<file path="config.mk">
export PLATFORM = sky130hd
export DESIGN_NAME = seg_scan_decoder
export DESIGN_NICKNAME = d
export VERILOG_FILES = /design/src/rtl/seg_scan_decoder.sv
export SDC_FILE = /design/constraint.sdc
export NUM_CORES = 1
export LEC_CHECK = 0
export CAP_MARGIN = 40
export CELL_PAD_IN_SITES_DETAIL_PLACEMENT = 0
export CELL_PAD_IN_SITES_GLOBAL_PLACEMENT = 1
export CORE_MARGIN = 5
export CORE_UTILIZATION = 47
export DETAILED_ROUTE_END_ITERATION = 6
export GPL_ROUTABILITY_DRIVEN = 1
export GPL_TIMING_DRIVEN = 1
export PLACE_DENSITY = 0.82
export SLEW_MARGIN = 20
export SYNTH_ARGS = -nofsm -noshare
export SYNTH_HDL_FRONTEND = slang
export SYNTH_SLANG_ARGS = --single-unit
</file>
<file path="constraint.sdc">
create_clock -name clk -period 3 [get_ports clk]
set_clock_uncertainty 0.05 [all_clocks]
set_input_delay 0.3 -clock clk [delete_from_list [all_inputs] [get_ports clk]]
set_output_delay 0.3 -clock clk [all_outputs]
set_load 0.03 [all_outputs]
</file>
<file path="src/rtl/seg_scan_decoder.sv">
// Rebuilds the 32-bit hex word shown on an 8-digit multiplexed seven-segment scan.
// Define SEG_SCAN_DP_CAPTURE_EN to also capture the decimal points onto dp_out.
module seg_scan_decoder #(
  parameter int unsigned SETTLE_CYCLES  = 4,
  parameter int unsigned STABLE_FRAMES  = 2,
  parameter bit          SEG_ACTIVE_LOW = 1'b1
) (
  input  logic        clk,
  input  logic        rst_n,
  input  logic [2:0]  which,
  input  logic [7:0]  seg,
  output logic [31:0] data_out,
  output logic        valid,
  output logic        update,
  output logic        seg_err,
  output logic [2:0]  err_digit,
  input  logic        err_clr
`ifdef SEG_SCAN_DP_CAPTURE_EN
  ,
  output logic [7:0]  dp_out
`endif
);

  localparam logic [2:0] ST_SYNC   = 3'd0;
  localparam logic [2:0] ST_SETTLE = 3'd1;
  localparam logic [2:0] ST_SAMPLE = 3'd2;
  localparam logic [2:0] ST_HOLD   = 3'd3;
  localparam logic [2:0] ST_COMMIT = 3'd4;

  localparam logic [7:0] SETTLE_LAST = 8'(SETTLE_CYCLES - 1);
  localparam logic [3:0] STABLE_TGT  = 4'(STABLE_FRAMES);

  logic [2:0]  state;
  logic [2:0]  which_q;
  logic [7:0]  settle_cnt;
  logic [31:0] frame_buf;
  logic [31:0] prev_frame;
  logic [7:0]  seen_mask;
  logic [3:0]  match_cnt;
  logic [3:0]  match_next;
  logic [6:0]  seg_norm;
  logic [3:0]  nibble;
  logic        glyph_ok;
  logic        change;
  logic        frame_same;
  logic        out_differs;
  logic        do_load;
  logic        sample_err;

  assign seg_norm   = SEG_ACTIVE_LOW ? ~seg[6:0] : seg[6:0];
  assign change     = (which != which_q);
  assign sample_err = (state == ST_SAMPLE) && !glyph_ok;

`ifdef SEG_SCAN_DP_CAPTURE_EN
  logic       dp_norm;
  logic [7:0] frame_dp;
  logic [7:0] prev_dp;

  assign dp_norm     = SEG_ACTIVE_LOW ? ~seg[7] : seg[7];
  assign frame_same  = (frame_buf == prev_frame) && (frame_dp == prev_dp);
  assign out_differs = (frame_buf != data_out) || (frame_dp != dp_out);
`else
  logic unused_dp;

  assign unused_dp   = seg[7];
  assign frame_same  = (frame_buf == prev_frame);
  assign out_differs = (frame_buf != data_out);
`endif

  // Unrecognised patterns decode to 0 and raise glyph_ok low.
  always_comb begin
    nibble   = 4'h0;
    glyph_ok = 1'b1;
    case (seg_norm)
      7'h3F: nibble = 4'h0;
      7'h06: nibble = 4'h1;
      7'h5B: nibble = 4'h2;
      7'h4F: nibble = 4'h3;
      7'h66: nibble = 4'h4;
      7'h6D: nibble = 4'h5;
      7'h7D: nibble = 4'h6;
      7'h07: nibble = 4'h7;
      7'h7F: nibble = 4'h8;
      7'h6F: nibble = 4'h9;
      7'h77: nibble = 4'hA;
      7'h7C: nibble = 4'hB;
      7'h39: nibble = 4'hC;
      7'h5E: nibble = 4'hD;
      7'h79: nibble = 4'hE;
      7'h71: nibble = 4'hF;
      default: glyph_ok = 1'b0;
    endcase
  end

  always_comb begin
    match_next = 4'd1;
    if (frame_same) begin
      match_next = (match_cnt == 4'd15) ? 4'd15 : match_cnt + 4'd1;
    end
    do_load = (state == ST_COMMIT) && (match_next >= STABLE_TGT) && (out_differs || !valid);
  end

  always_ff @(posedge clk or negedge rst_n) begin
    if (!rst_n) begin
      which_q <= 3'd0;
    end else begin
      which_q <= which;
    end
  end

  always_ff @(posedge clk or negedge rst_n) begin
    if (!rst_n) begin
      state      <= ST_SYNC;
      settle_cnt <= 8'd0;
      frame_buf  <= 32'd0;
      prev_frame <= 32'd0;
      seen_mask  <= 8'd0;
      match_cnt  <= 4'd0;
      data_out   <= 32'd0;
      valid      <= 1'b0;
      update     <= 1'b0;
`ifdef SEG_SCAN_DP_CAPTURE_EN
      frame_dp   <= 8'd0;
      prev_dp    <= 8'd0;
      dp_out     <= 8'd0;
`endif
    end else begin
      update <= 1'b0;
      case (state)
        ST_SYNC: begin
          seen_mask <= 8'd0;
          if (change && (which == 3'd0)) begin
            state      <= ST_SETTLE;
            settle_cnt <= 8'd0;
          end
        end
        ST_SETTLE: begin
          if (change) begin
            settle_cnt <= 8'd0;
          end else if (settle_cnt == SETTLE_LAST) begin
            state <= ST_SAMPLE;
          end else begin
            settle_cnt <= settle_cnt + 8'd1;
          end
        end
        ST_SAMPLE: begin
          frame_buf[{which, 2'b00} +: 4] <= nibble;
          seen_mask[which]               <= 1'b1;
`ifdef SEG_SCAN_DP_CAPTURE_EN
          frame_dp[which]                <= dp_norm;
`endif
          // Only a digit-7 sample that fills the mask closes a frame.
          if ((which == 3'd7) && (&seen_mask[6:0])) begin
            state <= ST_COMMIT;
          end else begin
            state <= ST_HOLD;
          end
        end
        ST_HOLD: begin
          if (change) begin
            state      <= ST_SETTLE;
            settle_cnt <= 8'd0;
            if ((which == 3'd0) && !(&seen_mask)) begin
              seen_mask <= 8'd0;
            end
          end
        end
        ST_COMMIT: begin
          match_cnt <= match_next;
          if (!frame_same) begin
            prev_frame <= frame_buf;
`ifdef SEG_SCAN_DP_CAPTURE_EN
            prev_dp    <= frame_dp;
`endif
          end
          if (do_load) begin
            data_out <= frame_buf;
            valid    <= 1'b1;
            update   <= 1'b1;
`ifdef SEG_SCAN_DP_CAPTURE_EN
            dp_out   <= frame_dp;
`endif
          end
          seen_mask <= 8'd0;
          state     <= ST_HOLD;
        end
        default: state <= ST_SYNC;
      endcase
    end
  end

  // A fresh error beats a simultaneous clear and records its own digit.
  always_ff @(posedge clk or negedge rst_n) begin
    if (!rst_n) begin
      seg_err   <= 1'b0;
      err_digit <= 3'd0;
    end else if (sample_err) begin
      seg_err <= 1'b1;
      if (!seg_err || err_clr) begin
        err_digit <= which;
      end
    end else if (err_clr) begin
      seg_err   <= 1'b0;
      err_digit <= 3'd0;
    end
  end

endmodule

</file>
==> results of run 1 <==
[repair_timing]
| action | in CTS | in global routing |
|---|---|---|
| hold endpoints to repair | 59 | 0 |
| hold buffers | 1 | 0 |
| resized for setup | 0 | 0 |
[per-stage QoR]
stage / cells / total power, uW / setup slack (ns) / hold slack, ns
3_3_place_gp: 790 / 2050 / 0.379 / 0.392
2_1_floorplan: 565 / 1950 / 0.749 / -0.0456
3_5_place_dp: 790 / 2060 / 0.319 / 0.402
5_1_grt: 822 / 4040 / 0.0828 / 0.389
4_1_cts: 821 / 3930 / 0.306 / 0.385
6_report: 822 / 3900 / 0.260 / 0.348
[report_power, final]
part | internal [uW] | total, uW | switching, uW | leakage, uW
logic | 89.7 | 242 | 152 | 0.00164
clock network | 1160 | 1860 | 696 | 0.000262
registers | 1760 | 1790 | 31.1 | 0.00176
[cell usage in the layout, fill, tap and decap left out, drive strengths merged, types with 9 or more instances in the layout]
master,n
dfrtp,128
mux2,62
clkdlybuf4s50,49
nand2,43
xor2,41
xnor2,29
nor2,24
o31ai,23
clkbuf,23
buf,22
o21ai,21
nand3,19
nor3,17
inv,15
a21oi,15
nor4,12
nand4,9
a31oi,9
[registers in the layout (all words and copies together) (netlist names)]
name,cells
settle_cnt,8
update,1
prev_frame,32
err_digit,3
frame_buf,32
seen_mask,8
which_q,3
state,3
seg_err,1
data_out,32
match_cnt,4
valid,1
[final timing paths]
kind / startpoint / to / slack, ns
worst max-delay path: frame_buf[21]$_DFFE_PN0P_ / prev_frame[10]$_DFFE_PN0P_ / 0.26
worst min-delay path: rst_n / data_out[22]$_DFFE_PN0P_ / 0.35
worst max register to register: frame_buf[21]$_DFFE_PN0P_ / prev_frame[10]$_DFFE_PN0P_ / 0.26
worst min register to register: valid$_DFFE_PN0P_ / valid$_DFFE_PN0P_ / 0.45
max in group asynchronous: rst_n / frame_buf[11]$_DFFE_PN0P_ / 1.78
min in group clk: which[1] / which_q[1]$_DFF_PN0_ / 0.39
[logic make-up (layout without fill, tap and decap cells)]
logic type / Yosys count / after routing / synth area share
AO/OA/AOI/OAI: 100 / 100 / 0.107
XOR/XNOR: 70 / 70 / 0.0971
adder cells (fa/ha/maj): 7 / 7 / 0.0139
buffers and inverters: 36 / 117 / 0.0270
flip-flops: 128 / 128 / 0.508
multiplexers: 65 / 65 / 0.115
AND/OR/NAND/NOR: 159 / 159 / 0.132
[final cells by class]
type / instances / area (sq um)
fillers: 1078 / 5530
flip-flops and latches: 128 / 3200
multi-input cells: 401 / 2940
repair buffers: 72 / 716
clock buffers: 23 / 468
well taps: 176 / 220
clock inverters: 7 / 62.6
inverters: 15 / 56.3
[routing by layer]
metal / up-vias / share of wire / GRT usage
met5: - / 0 / 0
met4: 0 / 0.017 / 0.0694
met3: 23 / 0.041 / 0.0398
met2: 111 / 0.49 / 0.310
met1: 2291 / 0.45 / 0.263
li1: 2186 / - / -
==> results_tabular.tex, run 1 <==
\begin{tabular}{lr}
\hline
Metric & Value \\
\hline
\multicolumn{2}{l}{\textbf{STA}} \\
\quad Post-route setup TNS & 0 ns \\
\quad Slew Limit Headroom & 0.493 \\
\quad Slew of the pin with the lowest slew margin & 0.761 ns \\
\quad Final setup viols & 0 \\
\quad Setup repair after global routing missed its margin & no \\
\quad Hold Vio Cnt, Final & 0 \\
\quad Final critical-path required period & between 2 and 3 ns \\
\quad Max Clk Rate & 365 MHz \\
\quad Final cycle utilization of the critical path & 0.913 \\
\quad Final-report max-slew violation count & 0 \\
\multicolumn{2}{l}{\textbf{Logic synthesis}} \\
\quad Synth unique cells & 56 \\
\quad Most frequent cells after synthesis & 128 x dfrtp\_1, 56 x mux2\_2, 43 x nand2\_1, 41 x xor2\_1, 29 x xnor2\_1 \\
\quad Cell Area, Synth & 6310 sq um \\
\quad Asr flop ratio synth & 1.00 \\
\quad Cells after Synth & between 500 and 600 \\
\quad Proportion of synthesized chip area in sequential cells & 0.508 \\
\quad Top cell type's share of synthesized area & 0.508 \\
\quad Synth top area cells & dfrtp\_1 51\%, mux2\_2 10\%, xor2\_1 5.7\% \\
\quad Most frequently used cell type in the post-synthesis netlist & dfrtp\_1 \\
\quad Mean cell area of the mapped netlist & 11.2 sq um \\
\quad Number of enable flip-flop cells after synthesis & 0 \\
\quad Syn\_nets & 586 \\
\quad Synthesis warning total & 0 \\
\quad Synth area leader & dfrtp\_1 \\
\quad Top\_reg\_cell synth & dfrtp\_1 \\
\quad Flops \& latches, synth & 128 \\
\multicolumn{2}{l}{\textbf{Route}} \\
\quad Number of design rule violations left after detail routing & 0 \\
\quad Initial DRT Pass Iterations & 5 \\
\quad Number of antenna-violating nets in the routed design & 0 \\
\quad Vias per std cell & 5.61 \\
\quad Vias after detailed routing & roughly 4600 \\
\quad Routed wire length & $\sim$15000 microns \\
\quad Number of design-rule violations left by the first detailed-router iteration & 207 \\
\quad Average routed wire per standard cell & 17.9 microns \\
\multicolumn{2}{l}{\textbf{Worst setup path}} \\
\quad Slowest stage cell, crit path & dfrtp\_1 \\
\quad Total number of cells along the worst setup path & 7 \\
\quad R2R depth & 7 \\
\quad Worst Path Arrival & 2.98 ns \\
\quad CP bufs+invs & 1 \\
\quad Required time of the critical path & about 3.2 ns \\
\quad Type of element launching the critical path & flip-flop \\
\quad CP top delay family & simple AND/OR/NAND/NOR gates \\
\quad CP Capture Type & flip-flop \\
\quad Top fanout value on the critical path & 28 \\
\quad Critical path, cell by cell & xor2\_1 > nor4\_1 > nand4\_1 > nor3\_1 > nand2b\_1 > buf\_12 > mux2\_2 \\
\quad CP peak stage delay & approximately 0.47 ns \\
\quad CP Class & flip-flop to flip-flop \\
\multicolumn{2}{l}{\textbf{Global routing}} \\
\quad Via count of the first global-routing pass & 4845 \\
\quad Number of antenna violations at the first check in global routing & 0 \\
\quad First-pass GRT wire length & 24700 microns \\
\quad Maximum number of pins on one net before global-route repair & 63 \\
\quad Total gr overflow & 0 \\
\quad Total GRT Usage & 0.194 \\
\multicolumn{2}{l}{\textbf{Power and ir drop}} \\
\quad PwrDens & 508 nW/um\^{}2 \\
\quad Lkg Pwr & 0.00366 uW \\
\quad Worst IR Drop VDD & 0.362 mV \\
\multicolumn{2}{l}{\textbf{Worst hold path}} \\
\quad Path class of the lowest-slack min-delay path & input port to asynchronous set/reset pin \\
\multicolumn{2}{l}{\textbf{Die}} \\
\quad Core outline area & 13200 sq um \\
\quad Starting utilization of the core area & 0.478 \\
\quad Die Outline Area & 15800 sq um \\
\quad Die X & approximately 130 microns \\
\quad \# rows & 42 \\
\quad Number of primary I/O pins & 52 \\
\quad Die span in y & 126 microns \\
\multicolumn{2}{l}{\textbf{Clock tree}} \\
\quad Clock root cell & clkbuf\_16 \\
\quad Clock latency on the worst-skew pair & 0.41 ns \\
\quad Number of H-tree branching levels & 4 \\
\quad Number of buffers added by the clock tree synthesis step & 17 \\
\quad Clock sink total & 128 \\
\quad Maximum buffer depth of the clock tree & 2 \\
\quad Clock tree from TritonCTS & done \\
\quad Number of setup buffers added after CTS & 0 \\
\quad Clock Pin Slew Worst Setup and Hold Paths & 0.05 ns \\
\multicolumn{2}{l}{\textbf{Flow run}} \\
\quad Max-cap violation count & 0 \\
\multicolumn{2}{l}{\textbf{Finish}} \\
\quad Inserted Diodes & 0 \\
\quad Share of layout cells above drive strength 1 & 0.166 \\
\quad Fin util & 0.581 \\
\quad Final \#Nets & 656 \\
\quad Final design area excluding fillers & 7660 sq um \\
\quad Synth-to-Final Area Change & 21.4\% \\
\multicolumn{2}{l}{\textbf{Placed design}} \\
\quad Detailed placer's ending HPWL & 10400 microns \\
\quad Buffers on Ports & 50 \\
\quad Placed Instance Area & between 7000 and 8000 sq um \\
\quad RePlAce Congestion & 0.836 \\
\multicolumn{2}{l}{\textbf{Run status}} \\
\quad Run status & completed \\
\hline
\end{tabular}
No activity file was read; power rests on OpenSTA's default activity.
==> run 2: changes to the inputs <==
Settings changed: HOLD_SLACK_MARGIN set to 0.06, SKIP_CTS_REPAIR_TIMING set to 1.
==> run 2 against run 1 <==
  * Fmax rose by 2.1%
  * Worst setup slack improved by 0.056 ns
  * Critical endpoint unchanged
  * First-iteration DRC count rose by 0.97%
  * Die area did not move
  * Via count fell by 0.95%
  * Largest cell class unchanged
  * Core utilization did not move
  * Critical path type unchanged
  * Final cell count did not move
  * Flip-flop and latch count did not move
  * Power barely moved
  * Clock power barely moved
  * Critical path depth did not move
==> results_tabular.tex, run 2 (synthesized netlist as in run 1, its figures left out) <==
\begin{tabular}{lr}
\hline
Metric & Value \\
\hline
\multicolumn{2}{l}{\textbf{Worst setup path}} \\
\quad CP top delay family & simple AND/OR/NAND/NOR gates (unchanged) \\
\quad CP peak stage delay & 0.47 ns (about the same) \\
\quad Startpoint of the most critical register-to-register path & frame\_buf[21]\$\_DFFE\_PN0P\_ (unchanged) \\
\quad Required time of the critical path & 3.24 ns (about the same) \\
\quad Flop2flop setup slack & 0.32 ns (was 0.26 ns) \\
\quad Slowest stage cell, crit path & dfrtp\_1 (unchanged) \\
\quad Worst Path Arrival & 2.92 ns (was 2.98 ns) \\
\quad CP Class & flip-flop to flip-flop (unchanged) \\
\quad CP bufs+invs & 1 (unchanged) \\
\quad Worst R2R End & prev\_frame[10]\$\_DFFE\_PN0P\_ (unchanged) \\
\quad Critical path, cell by cell & xor2\_1 > nor4\_1 > nand4\_1 > nor3\_1 > nand2b\_1 > buf\_12 > mux2\_2 (unchanged) \\
\quad R2R depth & 7 (unchanged) \\
\quad Type of element launching the critical path & flip-flop (unchanged) \\
\quad Top fanout value on the critical path & 28 (unchanged) \\
\quad CP Capture Type & flip-flop (unchanged) \\
\multicolumn{2}{l}{\textbf{Run status}} \\
\quad Run status & completed (unchanged) \\
\multicolumn{2}{l}{\textbf{Global routing}} \\
\quad Total GRT Usage & 0.194 (about the same) \\
\quad First-pass GRT wire length & 24700 microns (about the same) \\
\quad Number of antenna violations at the first check in global routing & 0 (unchanged) \\
\quad Total gr overflow & 0 (unchanged) \\
\quad Via count of the first global-routing pass & 4840 (was 4845) \\
\quad Maximum number of pins on one net before global-route repair & 63 (unchanged) \\
\multicolumn{2}{l}{\textbf{Finish}} \\
\quad Fill cell total of the finished layout & 1078 (unchanged) \\
\quad Inserted Diodes & 0 (unchanged) \\
\quad Largest registers ranked by flip-flop count & data\_out (32), frame\_buf (32), prev\_frame (32) (unchanged) \\
\quad Most common cell after layout, fill and taps aside & dfrtp\_1 (unchanged) \\
\quad Share of layout cells above drive strength 1 & 0.166 (unchanged) \\
\quad Non-Filler Instances & 822 (unchanged) \\
\quad Fin util & 0.581 (unchanged) \\
\quad Commonest non-fill, non-tap cells in the layout & 128 x dfrtp\_1, 56 x mux2\_2, 49 x clkdlybuf4s50\_1 (unchanged) \\
\quad Final design area excluding fillers & 7660 sq um (unchanged) \\
\quad Synth-to-Final Area Change & 21.4\% (unchanged) \\
\quad Final \#Nets & 656 (unchanged) \\
\multicolumn{2}{l}{\textbf{STA}} \\
\quad Final setup viols & 0 (unchanged) \\
\quad Final-report max-slew violation count & 0 (unchanged) \\
\quad Setup repair after global routing missed its margin & no (unchanged) \\
\quad Final cycle utilization of the critical path & 0.895 (was 0.913) \\
\quad Slew of the pin with the lowest slew margin & 0.760 ns (was 0.761 ns) \\
\quad Slew Limit Headroom & 0.493 (about the same) \\
\quad Final critical-path required period & 2.68 ns (was 2.74 ns) \\
\quad Max Clk Rate & 373 MHz (was 365 MHz) \\
\quad Hold Vio Cnt, Final & 0 (unchanged) \\
\quad Final setup slack of the worst path & 0.316 ns (was 0.260 ns) \\
\quad Post-route setup TNS & 0 ns (unchanged) \\
\multicolumn{2}{l}{\textbf{Clock tree}} \\
\quad Maximum buffer depth of the clock tree & 2 (unchanged) \\
\quad Clock sink total & 128 (unchanged) \\
\quad Number of H-tree branching levels & 4 (unchanged) \\
\quad Number of buffers added by the clock tree synthesis step & 17 (unchanged) \\
\quad Clock latency on the worst-skew pair & 0.41 ns (about the same) \\
\quad Clock Pin Slew Worst Setup and Hold Paths & 0.05 ns (about the same) \\
\quad Clock root cell & clkbuf\_16 (unchanged) \\
\quad Clock tree from TritonCTS & done (unchanged) \\
\multicolumn{2}{l}{\textbf{Power and ir drop}} \\
\quad Lkg Pwr & 0.00366 uW (unchanged) \\
\quad Net switching power of the design & 877 uW (was 880 uW) \\
\quad Part of the total power dissipated in sequential elements & 0.461 (about the same) \\
\quad Switching part of the total power & 0.225 (was 0.226) \\
\quad Int Pwr & 3020 uW (about the same) \\
\quad PwrDens & 508 nW/um\^{}2 (about the same) \\
\quad Clock Power Share & 0.477 (about the same) \\
\quad Worst IR Drop VDD & 0.362 mV (about the same) \\
\quad Gate power share & 0.062 (about the same) \\
\multicolumn{2}{l}{\textbf{Die}} \\
\quad Die X & 126 microns (unchanged) \\
\quad Number of primary I/O pins & 52 (unchanged) \\
\quad Die span in y & 126 microns (unchanged) \\
\quad Starting utilization of the core area & 0.478 (unchanged) \\
\quad Core outline area & 13200 sq um (unchanged) \\
\quad Die Outline Area & 15800 sq um (unchanged) \\
\quad \# rows & 42 (unchanged) \\
\multicolumn{2}{l}{\textbf{Placed design}} \\
\quad Placed Instance Area & 7100 sq um (unchanged) \\
\quad Buffers on Ports & 50 (unchanged) \\
\quad Dpl ws & 0.319 ns (unchanged) \\
\quad Detailed placer's ending HPWL & 10400 microns (unchanged) \\
\quad RePlAce Congestion & 0.836 (unchanged) \\
\quad Total placed cells including tap cells & 790 (unchanged) \\
\multicolumn{2}{l}{\textbf{Route}} \\
\quad Number of design rule violations left after detail routing & 0 (unchanged) \\
\quad Average routed wire per standard cell & 17.9 microns (about the same) \\
\quad Number of antenna-violating nets in the routed design & 0 (unchanged) \\
\quad Number of design-rule violations left by the first detailed-router iteration & 209 (was 207) \\
\quad Initial DRT Pass Iterations & 4 (was 5) \\
\quad Vias after detailed routing & 4567 (was 4611) \\
\quad Routed wire length & 14700 microns (about the same) \\
\quad Vias per std cell & 5.56 (was 5.61) \\
\multicolumn{2}{l}{\textbf{Flow run}} \\
\quad Max-cap violation count & 0 (unchanged) \\
\multicolumn{2}{l}{\textbf{Worst hold path}} \\
\quad Path class of the lowest-slack min-delay path & input port to asynchronous set/reset pin (unchanged) \\
\hline
\end{tabular}
-- run 2: cell counts in the layout (fill, tap and decap cells not counted) --
Identical to the previous run, type by type.
-- run 2: power by group through the flow --
stage / combinational, uW / clock, uW / sequential [uW]
finish: 242 / 1860 / 1790
global placement: 229 / 0 / 1820
CTS: 239 / 1890 / 1790
detailed placement: 237 / 0 / 1820
floorplan: 137 / 0 / 1810
global route: 272 / 1970 / 1800
-- run 2: worst max-delay path by stage --
stage                                  to                 startpoint  cells after the start  slack (ns)
6_report       prev_frame[10]$_DFFE_PN0P_  frame_buf[21]$_DFFE_PN0P_                      7        0.32
5_1_grt         prev_frame[7]$_DFFE_PN0P_  frame_buf[21]$_DFFE_PN0P_                      7        0.08
4_1_cts         prev_frame[5]$_DFFE_PN0P_  frame_buf[21]$_DFFE_PN0P_                      7        0.31
3_5_place_dp    prev_frame[5]$_DFFE_PN0P_  frame_buf[21]$_DFFE_PN0P_                      7        0.32
3_3_place_gp    prev_frame[7]$_DFFE_PN0P_  frame_buf[23]$_DFFE_PN0P_                      7        0.38
2_1_floorplan  prev_frame[25]$_DFFE_PN0P_  frame_buf[18]$_DFFE_PN0P_                      8        0.75
-- run 2: metal layers --
metal | wire length (microns) | track usage | vias up
met5 | 0 | 0 | -
met1 | 6640 | 0.262 | 2271
met4 | 229 | 0.0694 | 0
met2 | 7250 | 0.310 | 93
met3 | 595 | 0.0398 | 19
li1 | - | - | 2184
-- run 2: through the flow --
step / power [uW] / hold slack (ns)
2_1_floorplan: 1950 / -0.0456
3_3_place_gp: 2050 / 0.392
3_5_place_dp: 2060 / 0.402
4_1_cts: 3930 / -0.0370
5_1_grt: 4040 / 0.389
6_report: 3890 / 0.345
-- run 2: area by class of cell --
type | count | area (sq um) | area share
multi-input combinational | 401 | 2940 | 0.383
timing repair buffer | 72 | 716 | 0.0934
sequential | 128 | 3200 | 0.418
inverter | 15 | 56.3 | 0.00735
clock buffer | 23 | 468 | 0.0611
clock inverter | 7 | 62.6 | 0.00816
tap | 176 | 220 | 0.0287
-- run 2: worst register-to-register path, stage by stage, from the launching register on --
cell and delay (ns):
dfrtp_1 0.47, xor2_1 0.18, nor4_1 0.42, nand4_1 0.26, nor3_1 0.25, nand2b_1 0.31
buf_12 0.25, mux2_2 0.38
